`src/rtl/router_pkg.sv`:
```
// router_pkg: shared definitions for the route dispatch front end.
//   FIELD_W         - default width of each route field
//   DIR_P0..DIR_P2  - the three legal (one-hot) direction codes
//   state_e         - dispatch FSM states
//   is_onehot3()    - true when a 3-bit direction selects exactly one channel
package router_pkg;

  localparam int FIELD_W = 30;

  localparam logic [2:0] DIR_P0 = 3'b001;
  localparam logic [2:0] DIR_P1 = 3'b010;
  localparam logic [2:0] DIR_P2 = 3'b100;

  typedef enum logic [1:0] {
    IDLE   = 2'd0,
    LOOKUP = 2'd1,
    SEND   = 2'd2,
    DROP   = 2'd3
  } state_e;

  function automatic logic is_onehot3(input logic [2:0] dir);
    return (dir == DIR_P0) || (dir == DIR_P1) || (dir == DIR_P2);
  endfunction

endpackage

```
`src/rtl/router_dispatch_fifo.sv`:
```
// router_dispatch_fifo: synchronous FIFO holding whole packets.
//   clk, rst            - clock, synchronous active-high reset (empties FIFO)
//   push, push_data     - write request and entry; ignored when full unless
//                         a pop happens in the same cycle
//   pop, pop_data       - read request; pop_data always shows the head entry
//   full, empty         - occupancy flags from a (log2 DEPTH)+1-bit count
module router_dispatch_fifo #(
  parameter int WIDTH = 92,
  parameter int DEPTH = 4
) (
  input  logic             clk,
  input  logic             rst,
  input  logic             push,
  input  logic [WIDTH-1:0] push_data,
  input  logic             pop,
  output logic [WIDTH-1:0] pop_data,
  output logic             full,
  output logic             empty
);

  localparam int AW = $clog2(DEPTH);

  logic [WIDTH-1:0] mem_q [DEPTH];
  logic [AW-1:0]    wr_ptr_q, wr_ptr_d;
  logic [AW-1:0]    rd_ptr_q, rd_ptr_d;
  logic [AW:0]      count_q, count_d;
  logic             push_ok, pop_ok;

  assign full     = (count_q == (AW+1)'(DEPTH));
  assign empty    = (count_q == '0);
  assign pop_ok   = pop && !empty;
  // A pop frees a slot in the same cycle, so a push into a full FIFO is
  // still safe when both happen together.
  assign push_ok  = push && (!full || pop_ok);
  // Head is read combinationally so the route fields are visible at once.
  assign pop_data = mem_q[rd_ptr_q];

  always_comb begin
    wr_ptr_d = wr_ptr_q;
    rd_ptr_d = rd_ptr_q;
    count_d  = count_q;
    if (push_ok) wr_ptr_d = wr_ptr_q + AW'(1);  // power-of-two depth wraps naturally
    if (pop_ok)  rd_ptr_d = rd_ptr_q + AW'(1);
    case ({push_ok, pop_ok})
      2'b10:   count_d = count_q + (AW+1)'(1);
      2'b01:   count_d = count_q - (AW+1)'(1);
      default: count_d = count_q;
    endcase
  end

  always_ff @(posedge clk) begin
    if (rst) begin
      wr_ptr_q <= '0;
      rd_ptr_q <= '0;
      count_q  <= '0;
    end else begin
      wr_ptr_q <= wr_ptr_d;
      rd_ptr_q <= rd_ptr_d;
      count_q  <= count_d;
    end
  end

  // Storage needs no reset: entries are only visible through count_q.
  always_ff @(posedge clk) begin
    if (push_ok) mem_q[wr_ptr_q] <= push_data;
  end

endmodule

```
`src/rtl/router_dispatch.sv`:
```
// router_dispatch: buffers packets, presents the head's route fields to the
// external combinational decision logic, registers the returned direction and
// delivers the payload on the selected channel with valid/ready.
//   clk, rst                     - clock, synchronous active-high reset
//   in_valid/in_ready            - upstream handshake; in_ready = !full
//   in_dest/in_local/in_data     - packet route fields and payload
//   rt_a/rt_b                    - head route fields (0 when FIFO empty)
//   rt_dir                       - decision for rt_a/rt_b, sampled in LOOKUP
//   out_valid/out_ready          - per-channel handshake, at most one valid
//   out_data                     - payload shared by all channels
//   drop_cnt                     - saturating count of non-one-hot decisions
// DEPTH must be a power of two and at least 2.
module router_dispatch #(
  parameter int FIELD_W = router_pkg::FIELD_W,
  parameter int DATA_W  = 32,
  parameter int DEPTH   = 4
) (
  input  logic               clk,
  input  logic               rst,
  input  logic               in_valid,
  output logic               in_ready,
  input  logic [FIELD_W-1:0] in_dest,
  input  logic [FIELD_W-1:0] in_local,
  input  logic [DATA_W-1:0]  in_data,
  output logic [FIELD_W-1:0] rt_a,
  output logic [FIELD_W-1:0] rt_b,
  input  logic [2:0]         rt_dir,
  output logic [2:0]         out_valid,
  input  logic [2:0]         out_ready,
  output logic [DATA_W-1:0]  out_data,
  output logic [7:0]         drop_cnt
);

  import router_pkg::*;

  localparam int ENTRY_W = 2*FIELD_W + DATA_W;

  state_e              state_q, state_d;
  logic [2:0]          dir_q, dir_d;
  logic [DATA_W-1:0]   payload_q, payload_d;
  logic [7:0]          drop_cnt_q, drop_cnt_d;

  logic                fifo_full, fifo_empty;
  logic                push, pop;
  logic [ENTRY_W-1:0]  head;
  logic [FIELD_W-1:0]  head_dest, head_local;
  logic [DATA_W-1:0]   head_data;

  assign in_ready = !rst && !fifo_full;
  assign push     = in_valid && in_ready;

  router_dispatch_fifo #(
    .WIDTH (ENTRY_W),
    .DEPTH (DEPTH)
  ) u_fifo (
    .clk       (clk),
    .rst       (rst),
    .push      (push),
    .push_data ({in_dest, in_local, in_data}),
    .pop       (pop),
    .pop_data  (head),
    .full      (fifo_full),
    .empty     (fifo_empty)
  );

  assign {head_dest, head_local, head_data} = head;
  assign rt_a     = fifo_empty ? '0 : head_dest;
  assign rt_b     = fifo_empty ? '0 : head_local;
  assign out_data = payload_q;
  assign drop_cnt = drop_cnt_q;

  always_comb begin
    state_d    = state_q;
    dir_d      = dir_q;
    payload_d  = payload_q;
    drop_cnt_d = drop_cnt_q;
    out_valid  = 3'b000;
    pop        = 1'b0;
    case (state_q)
      IDLE: begin
        // A push this cycle lands in the FIFO at the edge, so LOOKUP can
        // already see it; this gives the one-cycle push-to-LOOKUP latency.
        if (!fifo_empty || push) state_d = LOOKUP;
      end
      LOOKUP: begin
        pop       = 1'b1;
        dir_d     = rt_dir;
        payload_d = head_data;
        state_d   = is_onehot3(rt_dir) ? SEND : DROP;
      end
      SEND: begin
        out_valid = dir_q;
        // Only the selected channel's ready matters.
        if ((dir_q & out_ready) != 3'b000) state_d = IDLE;
      end
      DROP: begin
        if (drop_cnt_q != 8'hFF) drop_cnt_d = drop_cnt_q + 8'd1;
        state_d = IDLE;
      end
      default: state_d = IDLE;
    endcase
  end

  always_ff @(posedge clk) begin
    if (rst) begin
      state_q    <= IDLE;
      dir_q      <= 3'b000;
      payload_q  <= '0;
      drop_cnt_q <= 8'd0;
    end else begin
      state_q    <= state_d;
      dir_q      <= dir_d;
      payload_q  <= payload_d;
      drop_cnt_q <= drop_cnt_d;
    end
  end

endmodule

```
`config.mk`:
```
export PLATFORM = sky130hd
export DESIGN_NAME = router_dispatch
export DESIGN_NICKNAME = d
export VERILOG_FILES = /design/src/rtl/router_pkg.sv /design/src/rtl/router_dispatch_fifo.sv /design/src/rtl/router_dispatch.sv
export SDC_FILE = /design/constraint.sdc
export NUM_CORES = 1
export LEC_CHECK = 0
export ABC_AREA = 1
export BUFFER_PORTS_ARGS = -buffer_cell sky130_fd_sc_hd__buf_4
export CAP_MARGIN = 20
export CORE_AREA = 2 2 206 208
export CTS_BUF_LIST = sky130_fd_sc_hd__clkbuf_8
export DETAILED_ROUTE_END_ITERATION = 16
export DIE_AREA = 0 0 208 210
export PLACE_DENSITY_LB_ADDON = 0.12
export SLEW_MARGIN = 20
export SYNTH_ARGS = -nofsm -noshare
export SYNTH_HDL_FRONTEND = slang
export SYNTH_HIERARCHICAL = 1
export SYNTH_SLANG_ARGS = --single-unit
```
`constraint.sdc`:
```
create_clock -name clk -period 7.7 [get_ports clk]
set_input_delay 0.77 -clock clk [delete_from_list [all_inputs] [get_ports clk]]
set_output_delay 0.77 -clock clk [all_outputs]
set_load 0.05 [all_outputs]
```
==> flow_metrics.env, run 1 <==
export IMPL_overflow=0
export IMPL_drt_iter0_drc=700
export IMPL_cts_clk_slew_worst_paths_ps=60
export IMPL_hold_viol=0
export IMPL_synth_simple_area_share=0.0944
export IMPL_dp_hpwl_mm=22.0
export IMPL_worstMarginPinSlew_ps=1020
export IMPL_io_buffer_count=204
export IMPL_multiInputGateArea_um2=3480
export IMPL_clk_latency_ps=610
export IMPL_synthCells=1339
export IMPL_antenna_found_initial=6
export IMPL_drv_cap=0
export IMPL_grt_pass1_wl_mm=60.2
export IMPL_seqCellArea_um2=12100
export IMPL_cts_hold_buf=0
export IMPL_drt_wirelength_per_cell_um=18.1
export IMPL_place_area_um2=18300
export IMPL_path_class="register to primary output"
export IMPL_chipWidth_um=208
export IMPL_setup_viol=0
export IMPL_cts_setup_buffers=0
export IMPL_p_per_area_nw_per_um2=306
export IMPL_core_um2=41500
export IMPL_p_total_w=0.00602
export IMPL_synthAdderAreaFrac=0.00579
export IMPL_drv_slew=0
export IMPL_min_path_type="input port to register"
export IMPL_rows=75
export IMPL_fin_cells=2156
export IMPL_vias_per_cell=4.95
export IMPL_drt_first_pass_iters=4
export IMPL_ios=205
export IMPL_numCtsBuffers=72
export IMPL_fmax_mhz=234
export IMPL_synth_compound_area_frac=0.108
export IMPL_routabilityCongestion=0.744
export IMPL_synth_warnings=6
export IMPL_p_leak_nw=7.44
export IMPL_synthToLayoutAreaGrowth_pct=19.7
export IMPL_netlist_area_um2=16400
export IMPL_nNetsFinal=1662
export IMPL_synth_distinct_cells=27
export IMPL_relSlewSlack=0.321
export IMPL_die_y_um=210
export IMPL_min_period_ps=4280
export IMPL_cts_resized=0
export IMPL_grt_usage=0.178
export IMPL_clock_sinks=422
export IMPL_status="finished clean"
export IMPL_min_period_over_period=0.555
export IMPL_clk_path_buf_depth=3
export IMPL_dp_cells=2018
export IMPL_final_cell_area_um2=19700
export IMPL_ant_nets=0
export IMPL_grt_setup_unrepaired="false"
export IMPL_cp_arrival_ps=3510
export IMPL_htree_levels=3
export IMPL_drive_gt1_frac=0.201
export IMPL_yosys_mux_area_fraction=0
export IMPL_netlist_area_leader_share=0.673
export IMPL_pre_cts_ws_ps=3950
export IMPL_nFillCells=3839
export IMPL_grt_max_degree=104
export IMPL_syn_nets=1447
export IMPL_dieArea_um2=43700
export IMPL_worst_slack_ps=3420
export IMPL_seq_area_frac_synth=0.739
export IMPL_fin_skew_ps=32.7
export IMPL_setup_tns_final_ps=0
export IMPL_root_buffer="clkbuf_8"
export IMPL_peakVddDrop_mv=0.156
export IMPL_cts_tree="built"
export IMPL_drt_wl_total_mm=39.1
export IMPL_synth_area_top_cells="edfxtp_1 67%, nor2_1 7.7%, dfxtp_1 6.6%"
export IMPL_ys_seq_elements=422
export IMPL_first_global_vias=10731
export IMPL_drc=0
export IMPL_synth_top_family_by_area="compound AO/OA/AOI/OAI gates"
export IMPL_critPathMaxFanout=103
export IMPL_startpoint_type="register"
export IMPL_vias=10675
export IMPL_required_ps=6930
export IMPL_initial_utilization=0.396
export IMPL_yosys_area_share_xor_xnor=0.00160
export IMPL_cp_end_kind="primary output"
export IMPL_yosysTopAreaCell="edfxtp_1"
export IMPL_syn_avg_cell_area_um2=12.3
==> per-layer routing <==
metal / vias up / wire (µm) / global-route usage
met5: - / 23 / 0
met4: 4 / 494 / 0.0487
met3: 43 / 2410 / 0.0501
met2: 263 / 19200 / 0.297
met1: 5190 / 16900 / 0.228
li1: 5175 / - / -
==> sequential cells by signal, summed over array words and instances (netlist names), named ones only <==
name             cells
u_fifo/wr_ptr_q      2
u_fifo/count_q       3
u_fifo/rd_ptr_q      2
state_q              2
out_data            32
u_fifo/mem_q       368
dir_q                3
drop_cnt             8
==> synthesized netlist by cell type <==
| cell | count |
|---|---|
| a21oi_1 | 15 |
| a21oi_2 | 1 |
| buf_2 | 14 |
| buf_4 | 13 |
| buf_6 | 13 |
| clkbuf_1 | 33 |
| clkbuf_2 | 4 |
| dfxtp_1 | 54 |
| edfxtp_1 | 368 |
| fa_1 | 1 |
| ha_1 | 6 |
| inv_1 | 96 |
| inv_2 | 3 |
| inv_4 | 1 |
| nand2_1 | 38 |
| nand2_2 | 2 |
| nand2_4 | 1 |
| nand3_1 | 13 |
| nand4_1 | 2 |
| nor2_1 | 338 |
| nor2_4 | 2 |
| nor3_1 | 1 |
| nor3_2 | 1 |
| o21ai_0 | 151 |
| o21ai_1 | 73 |
| o22ai_1 | 92 |
| xor2_1 | 3 |
==> worst max-delay path, stage by stage (launching register included) <==
cell	delay [ps]
dfxtp_4	500
inv_6	630
buf_4	850
nor2_1	80
o22ai_1	190
inv_1	50
nor2_1	210
buf_4	250
==> worst paths after layout <==
check / end / startpoint / slack, ps / cells past startpoint
setup reg to reg: u_fifo/mem_q[1][50] / state_q[0] / 3960 / 7
setup / recovery: rt_b[17] / register / 3420 / 7
hold / removal: u_fifo/mem_q[2][86] / in_dest[24] / 360 / 1
hold reg to reg: dir_q[1] / dir_q[1] / 470 / 2
==> kinds of logic (layout without fill, tap and decap cells) <==
group / after synthesis / after routing
XOR/XNOR: 3 / 3
other: 0 / 4
flip-flops: 422 / 422
AND/OR/NAND/NOR: 398 / 398
adder cells (fa/ha/maj): 7 / 7
buffers and inverters: 177 / 451
AO/OA/AOI/OAI: 332 / 332
==> cell usage in the layout, fill, tap and decap left out <==
cell / netlist / final
a21oi_1: 15 / 15
a21oi_2: 1 / 1
clkbuf_8: 0 / 75
nor3_1: 1 / 1
nor2_4: 2 / 6
o21ai_0: 151 / 151
bufinv_16: 0 / 1
o21ai_1: 73 / 73
nand3_1: 13 / 13
nand2_2: 2 / 2
xor2_1: 3 / 3
nor2_1: 338 / 334
nand2_4: 1 / 1
inv_8: 0 / 1
clkinv_2: 0 / 6
dfxtp_4: 0 / 2
nand4_1: 2 / 2
clkinvlp_4: 0 / 3
diode_2: 0 / 4
clkinv_1: 0 / 18
edfxtp_1: 368 / 368
dfxtp_1: 54 / 52
ha_1: 6 / 6
inv_6: 0 / 3
o22ai_1: 92 / 92
inv_1: 96 / 122
clkbuf_16: 0 / 1
nand2_1: 38 / 38
nor3_2: 1 / 1
buf_4: 13 / 217
inv_2: 3 / 4
fa_1: 1 / 1
==> report_power, final <==
part           total (W)  switching [W]  leakage, nW  internal, W
combinational    0.00152        0.00112         2.88     0.000399
sequential       0.00269      0.0000686         3.79      0.00262
clock            0.00182       0.000872        0.770     0.000943
total            0.00602        0.00206         7.44      0.00396
==> through the flow <==
stage / util / hold slack (ps)
4_1_cts: 0.473 / 293
2_1_floorplan: - / 444
5_1_grt: 0.474 / 310
6_report: 0.474 / 359
3_3_place_gp: 0.441 / 459
3_5_place_dp: 0.441 / 463
==> final cells by class <==
cell class | count | area share
inverters | 100 | 0.0194
clock inverters | 58 | 0.0142
clock buffers | 75 | 0.0525
repair buffers | 218 | 0.0842
well taps | 539 | 0.0343
multi-input cells | 740 | 0.177
flip-flops and latches | 422 | 0.618
diodes | 4 | 0.000509
Power figures use the tool's default switching activity.
==> inputs of run 2 (changes only) <==
- ABC_AREA: 1 -> 0
- CORE_AREA: 2 2 206 208 -> 2 2 203 205
- DIE_AREA: 0 0 208 210 -> 0 0 205 207
- clock period: 7.7 -> 3.62 ns (I/O delays scaled with it)
==> flow_metrics.env, run 2 <==
export IMPL_synth_most_common_cell="edfxtp_1"
export IMPL_netlist_area_leader_share=0.694
export IMPL_p_per_area_nw_per_um2=573
export IMPL_route_met3_wl_mm=2.21
export IMPL_wl_met1_mm=14.9
export IMPL_cp_top_family="flip-flops"
export IMPL_setup_tns_final_ps=0
export IMPL_async_flop_share=0
export IMPL_critPathMaxFanout=16
export IMPL_clk_path_buf_depth=3
export IMPL_layout_common_cells="368 x edfxtp_1, 217 x buf_4, 95 x dlygate4sd3_1, 92 x mux4_2, 75 x clkbuf_8"
export IMPL_top_layer_used="met5"
export IMPL_drt_wirelength_per_cell_um=19.4
export IMPL_ios=205
export IMPL_nFillCells=3466
export IMPL_path_class="register to primary output"
export IMPL_ant_nets=0
export IMPL_synthToLayoutAreaGrowth_pct=28.4
export IMPL_regMostFlops="u_fifo/mem_q"
export IMPL_clk_latency_ps=610
export IMPL_min_path_type="input port to register"
export IMPL_cts_setup_buffers=0
export IMPL_grt_usage=0.165
export IMPL_fin_skew_ps=22.8
export IMPL_grt_setup_unrepaired="false"
export IMPL_initial_utilization=0.394
export IMPL_cp_cell_sequence="buf_4, mux4_2, nor2b_1, buf_4"
export IMPL_drive_gt1_frac=0.344
export IMPL_crit_slowest_cell="dfxtp_4"
export IMPL_ys_top_cells_by_count="368 x edfxtp_1, 92 x mux4_2, 74 x nand2_1"
export IMPL_dieArea_um2=42400
export IMPL_worstMarginPinSlew_ps=641
export IMPL_min_period_over_period=0.785
export IMPL_io_buffer_count=204
export IMPL_overflow=0
export IMPL_seq_area_frac_synth=0.762
export IMPL_numCtsBuffers=73
export IMPL_htree_levels=3
export IMPL_max_stage_delay_ps=590
export IMPL_grt_pass1_wl_mm=52.7
export IMPL_startpoint_type="register"
export IMPL_p_leak_nw=7.09
export IMPL_synth_distinct_cells=41
export IMPL_fmax_mhz=352
export IMPL_worstRegToRegCells=7
export IMPL_cts_clk_slew_worst_paths_ps=50
export IMPL_synth_edf_count=368
export IMPL_core_um2=40400
export IMPL_largest_reg_flops=368
export IMPL_vias=8475
export IMPL_yosysTopAreaCell="edfxtp_1"
export IMPL_netlist_area_um2=15900
export IMPL_drt_wl_total_mm=34.1
export IMPL_vias_per_cell=4.82
export IMPL_clock_sinks=422
export IMPL_required_ps=3260
export IMPL_hold_viol=0
export IMPL_drv_slew=0
export IMPL_pre_cts_ws_ps=1100
export IMPL_drv_cap=0
export IMPL_first_global_vias=9207
export IMPL_antenna_found_initial=2
export IMPL_drt_iter0_drc=429
export IMPL_nNetsFinal=1279
export IMPL_peakVddDrop_mv=0.363
export IMPL_die_y_um=207
export IMPL_holdPathStages=4
export IMPL_status="finished clean"
export IMPL_critPathBufInv=2
export IMPL_cts_tree="built"
export IMPL_routabilityCongestion=0.711
export IMPL_final_common_cell="edfxtp_1"
export IMPL_holdWs_ps=71.2
export IMPL_cp_end_kind="primary output"
export IMPL_rows=74
export IMPL_chipWidth_um=205
export IMPL_syn_nets=921
export IMPL_cp_arrival_ps=2480
export IMPL_worst_slack_ps=779
export IMPL_syn_avg_cell_area_um2=19.6
export IMPL_cp_depth=4
export IMPL_synth_area_top_cells="edfxtp_1 69%, mux4_2 13%, dfxtp_1 6.8%"
export IMPL_synthCells=813
export IMPL_root_buffer="clkbuf_8"
export IMPL_ys_seq_elements=422
export IMPL_cts_resized=0
export IMPL_drt_first_pass_iters=5
export IMPL_dp_hpwl_mm=19.8
export IMPL_wl_met2_mm=16.3
export IMPL_drc=0
export IMPL_min_period_ps=2840
export IMPL_grt_max_degree=64
export IMPL_crit_top_cell="buf_4"
export IMPL_synth_warnings=6
export IMPL_setup_viol=0
export IMPL_relSlewSlack=0.573
export IMPL_synth_ff_type="edfxtp_1"
-- run 2: cell types whose count changed in the layout (fill, tap and decap cells not counted), sizes merged, moves of 33 or more --
| cell | change |
|---|---|
| nor2b | +61 |
| dlygate4sd3 | +95 |
| o22ai | -92 |
| mux4 | +92 |
| nand2 | +33 |
| o21ai | -219 |
| nor2 | -324 |
| inv | -95 |
-- run 2: worst paths after layout --
kind,end,from,slack [ps]
setup / recovery,rt_a[16],register,780
hold / removal,state_q[1],out_ready[1],70
setup reg to reg,u_fifo/mem_q[0][37],u_fifo/count_q[0],1080
hold reg to reg,out_data[11],out_data[11],450
-- run 2: timing repair --
action | CTS | global route
hold buffers | 95 | 0
endpoints found under the setup margin | 0 | 0
endpoints found under the hold margin | 371 | 0
-- run 2: cells by family after synthesis --
family | share of synthesized area
AO/OA/AOI/OAI | 0.0186
XOR/XNOR | 0.00495
adder cells (fa/ha/maj) | 0.00597
buffers and inverters | 0.0173
flip-flops | 0.762
multiplexers | 0.133
AND/OR/NAND/NOR | 0.0582
-- run 2: report_power, final --
part           internal, W  switching (W)  leakage [nW]
combinational     0.000826        0.00147          2.56
sequential         0.00547      0.0000944          3.78
clock              0.00199        0.00186         0.748
total              0.00829        0.00342          7.09
-- run 2: stage by stage --
stage	utilization	power [W]	instance area (µm²)	std cells
after global placement	0.451	0.00792	18200	1533
after global routing	0.506	0.0123	20400	1759
after detailed placement	0.451	0.00792	18200	1533
after CTS	0.506	0.0119	20400	1759
after floorplan	-	0.00717	15900	813
final	0.506	0.0117	20400	1760
-- run 2: worst reg2reg max path: stages (launching register included) --
cell	delay, ps
dfxtp_1	440
nor3b_2	100
nor2_1	140
and2_1	140
a21boi_2	240
buf_4	200
and2_4	520
buf_4	420
-- run 2: layout make-up --
cell class	count	area, µm²	share of cell area
diodes	1	2.50	0.000122
clock buffers	75	1030	0.0505
well taps	532	666	0.0326
clock inverters	56	260	0.0127
inverters	9	33.8	0.00165
flip-flops and latches	422	12100	0.594
multi-input cells	343	3520	0.172
repair buffers	322	2780	0.136
-- run 2: layer usage --
layer	track usage	up-vias
met5	0	-
met4	0.0521	2
met3	0.0503	56
met2	0.265	212
met1	0.214	4295
li1	-	3910
==> inputs of run 3 (changes only) <==
- clock period: 3.62 -> 2.75 ns (I/O delays scaled with it)
==> flow_metrics.env, run 3 (synthesized netlist as in run 2, its figures left out) <==
export IMPL_peakVddDrop_mv=0.404
export IMPL_synthToLayoutAreaGrowth_pct=30.0
export IMPL_drv_slew=0
export IMPL_path_class="register to primary output"
export IMPL_setup_viol=0
export IMPL_startpoint_type="register"
export IMPL_clk_path_buf_depth=3
export IMPL_drc=0
export IMPL_io_buffer_count=204
export IMPL_fin_util=0.512
export IMPL_antenna_found_initial=1
export IMPL_chipWidth_um=205
export IMPL_reg2reg_to="u_fifo/count_q[2]"
export IMPL_overflow=0
export IMPL_drt_wirelength_per_cell_um=19.4
export IMPL_min_period_over_period=0.916
export IMPL_regMostFlops="u_fifo/mem_q"
export IMPL_p_total_w=0.0156
export IMPL_drt_wl_total_mm=34.4
export IMPL_cp_endpoint="rt_b[14]"
export IMPL_numCtsBuffers=72
export IMPL_min_period_ps=2520
export IMPL_initial_utilization=0.394
export IMPL_setup_tns_final_ps=0
export IMPL_nNetsFinal=1294
export IMPL_status="finished clean"
export IMPL_largest_reg_flops=368
export IMPL_core_um2=40400
export IMPL_grt_pass1_wl_mm=52.7
export IMPL_holdWs_ps=212
export IMPL_drv_cap=0
export IMPL_drive_gt1_frac=0.353
export IMPL_cp_end_kind="primary output"
export IMPL_grt_setup_unrepaired="false"
export IMPL_clock_sinks=422
export IMPL_vias=8559
export IMPL_fmax_mhz=397
export IMPL_vias_per_cell=4.82
export IMPL_clk_latency_ps=610
export IMPL_dieArea_um2=42400
export IMPL_final_common_cell="edfxtp_1"
export IMPL_layout_common_cells="368 x edfxtp_1, 225 x buf_4, 97 x dlygate4sd3_1, 92 x mux4_2, 76 x clkbuf_8"
export IMPL_grt_max_degree=64
export IMPL_root_buffer="clkbuf_8"
export IMPL_drt_first_pass_iters=5
export IMPL_dp_hpwl_mm=19.7
export IMPL_min_path_type="input port to register"
export IMPL_p_leak_nw=7.20
export IMPL_relSlewSlack=0.571
export IMPL_critPathMaxFanout=19
export IMPL_first_global_vias=9205
export IMPL_worstRegToRegCells=11
export IMPL_rows=74
export IMPL_cts_clk_slew_worst_paths_ps=60
export IMPL_fin_skew_ps=18.7
export IMPL_p_per_area_nw_per_um2=757
export IMPL_cts_resized=0
export IMPL_hold_viol=0
export IMPL_crit_reg2reg_launch="u_fifo/count_q[2]"
export IMPL_htree_levels=3
export IMPL_grt_usage=0.164
export IMPL_cts_tree="built"
export IMPL_drt_iter0_drc=459
export IMPL_ant_nets=0
export IMPL_worstMarginPinSlew_ps=644
export IMPL_reg2reg_slack_ps=310
export IMPL_required_ps=2480
export IMPL_routabilityCongestion=0.727
export IMPL_die_y_um=207
export IMPL_ios=205
export IMPL_cp_arrival_ps=2240
-- run 3: cell count changes in the layout (fill, tap and decap cells not counted), sizes merged --
cell         previous run  this run
clkbuf                 75        76
inv                    35        36
clkinv                 25        21
dlygate4sd3            95        97
buf                   227       241
bufinv                  1         2
-- run 3: per-layer routing --
metal | GRT usage | vias to the layer above | wire length [µm]
met3 | 0.0472 | 55 | 2120
li1 | - | 3943 | -
met1 | 0.214 | 4332 | 14900
met5 | 0 | - | 0
met2 | 0.261 | 229 | 16600
met4 | 0.0593 | 0 | 690
-- run 3: worst min path at each step --
stage                 startpoint                  to  cells after the start
finish                  in_valid          state_q[0]                      4
global route            in_valid          state_q[0]                      4
CTS                     in_valid          state_q[0]                      4
detailed placement  out_data[19]        out_data[19]                      2
global placement    out_data[28]        out_data[28]                      2
floorplan             in_data[0]  u_fifo/mem_q[0][0]                      0
-- run 3: per-stage QoR --
stage / instance area (µm²) / instances / setup WS (ps)
global route: 20700 / 1774 / 107
detailed placement: 18300 / 1540 / 318
floorplan: 15900 / 813 / 160
CTS: 20600 / 1767 / 0.250
global placement: 18300 / 1540 / 357
finish: 20700 / 1775 / 232
-- run 3: power breakdown --
group          internal [W]  switching (W)  total [W]  leakage [nW]
combinational       0.00114        0.00198    0.00311          2.66
sequential          0.00721       0.000109    0.00731          3.78
clock               0.00276        0.00247    0.00522         0.759
-- run 3: critical path, cell delays in order, from the launching register on --
cell and delay, ps:
dfxtp_4 470, buf_12 230, mux4_2 530, nor2b_1 160, buf_4 210
-- run 3: timing repair --
| item | 4_1_cts | 5_1_grt |
|---|---|---|
| endpoints found under the setup margin | 0 | 24 |
| buffers inserted | 0 | 7 |
| hold endpoints to repair | 373 | 0 |
| hold buffers | 97 | 0 |
-- run 3: layout make-up --
class                   count  area, µm²
diodes                      1       2.50
inverters                   9       33.8
clock buffers              76       1050
fillers                  3400      19700
repair buffers            338       2980
flip-flops and latches    422      12100
multi-input cells         343       3530
well taps                 532        666
clock inverters            54        290
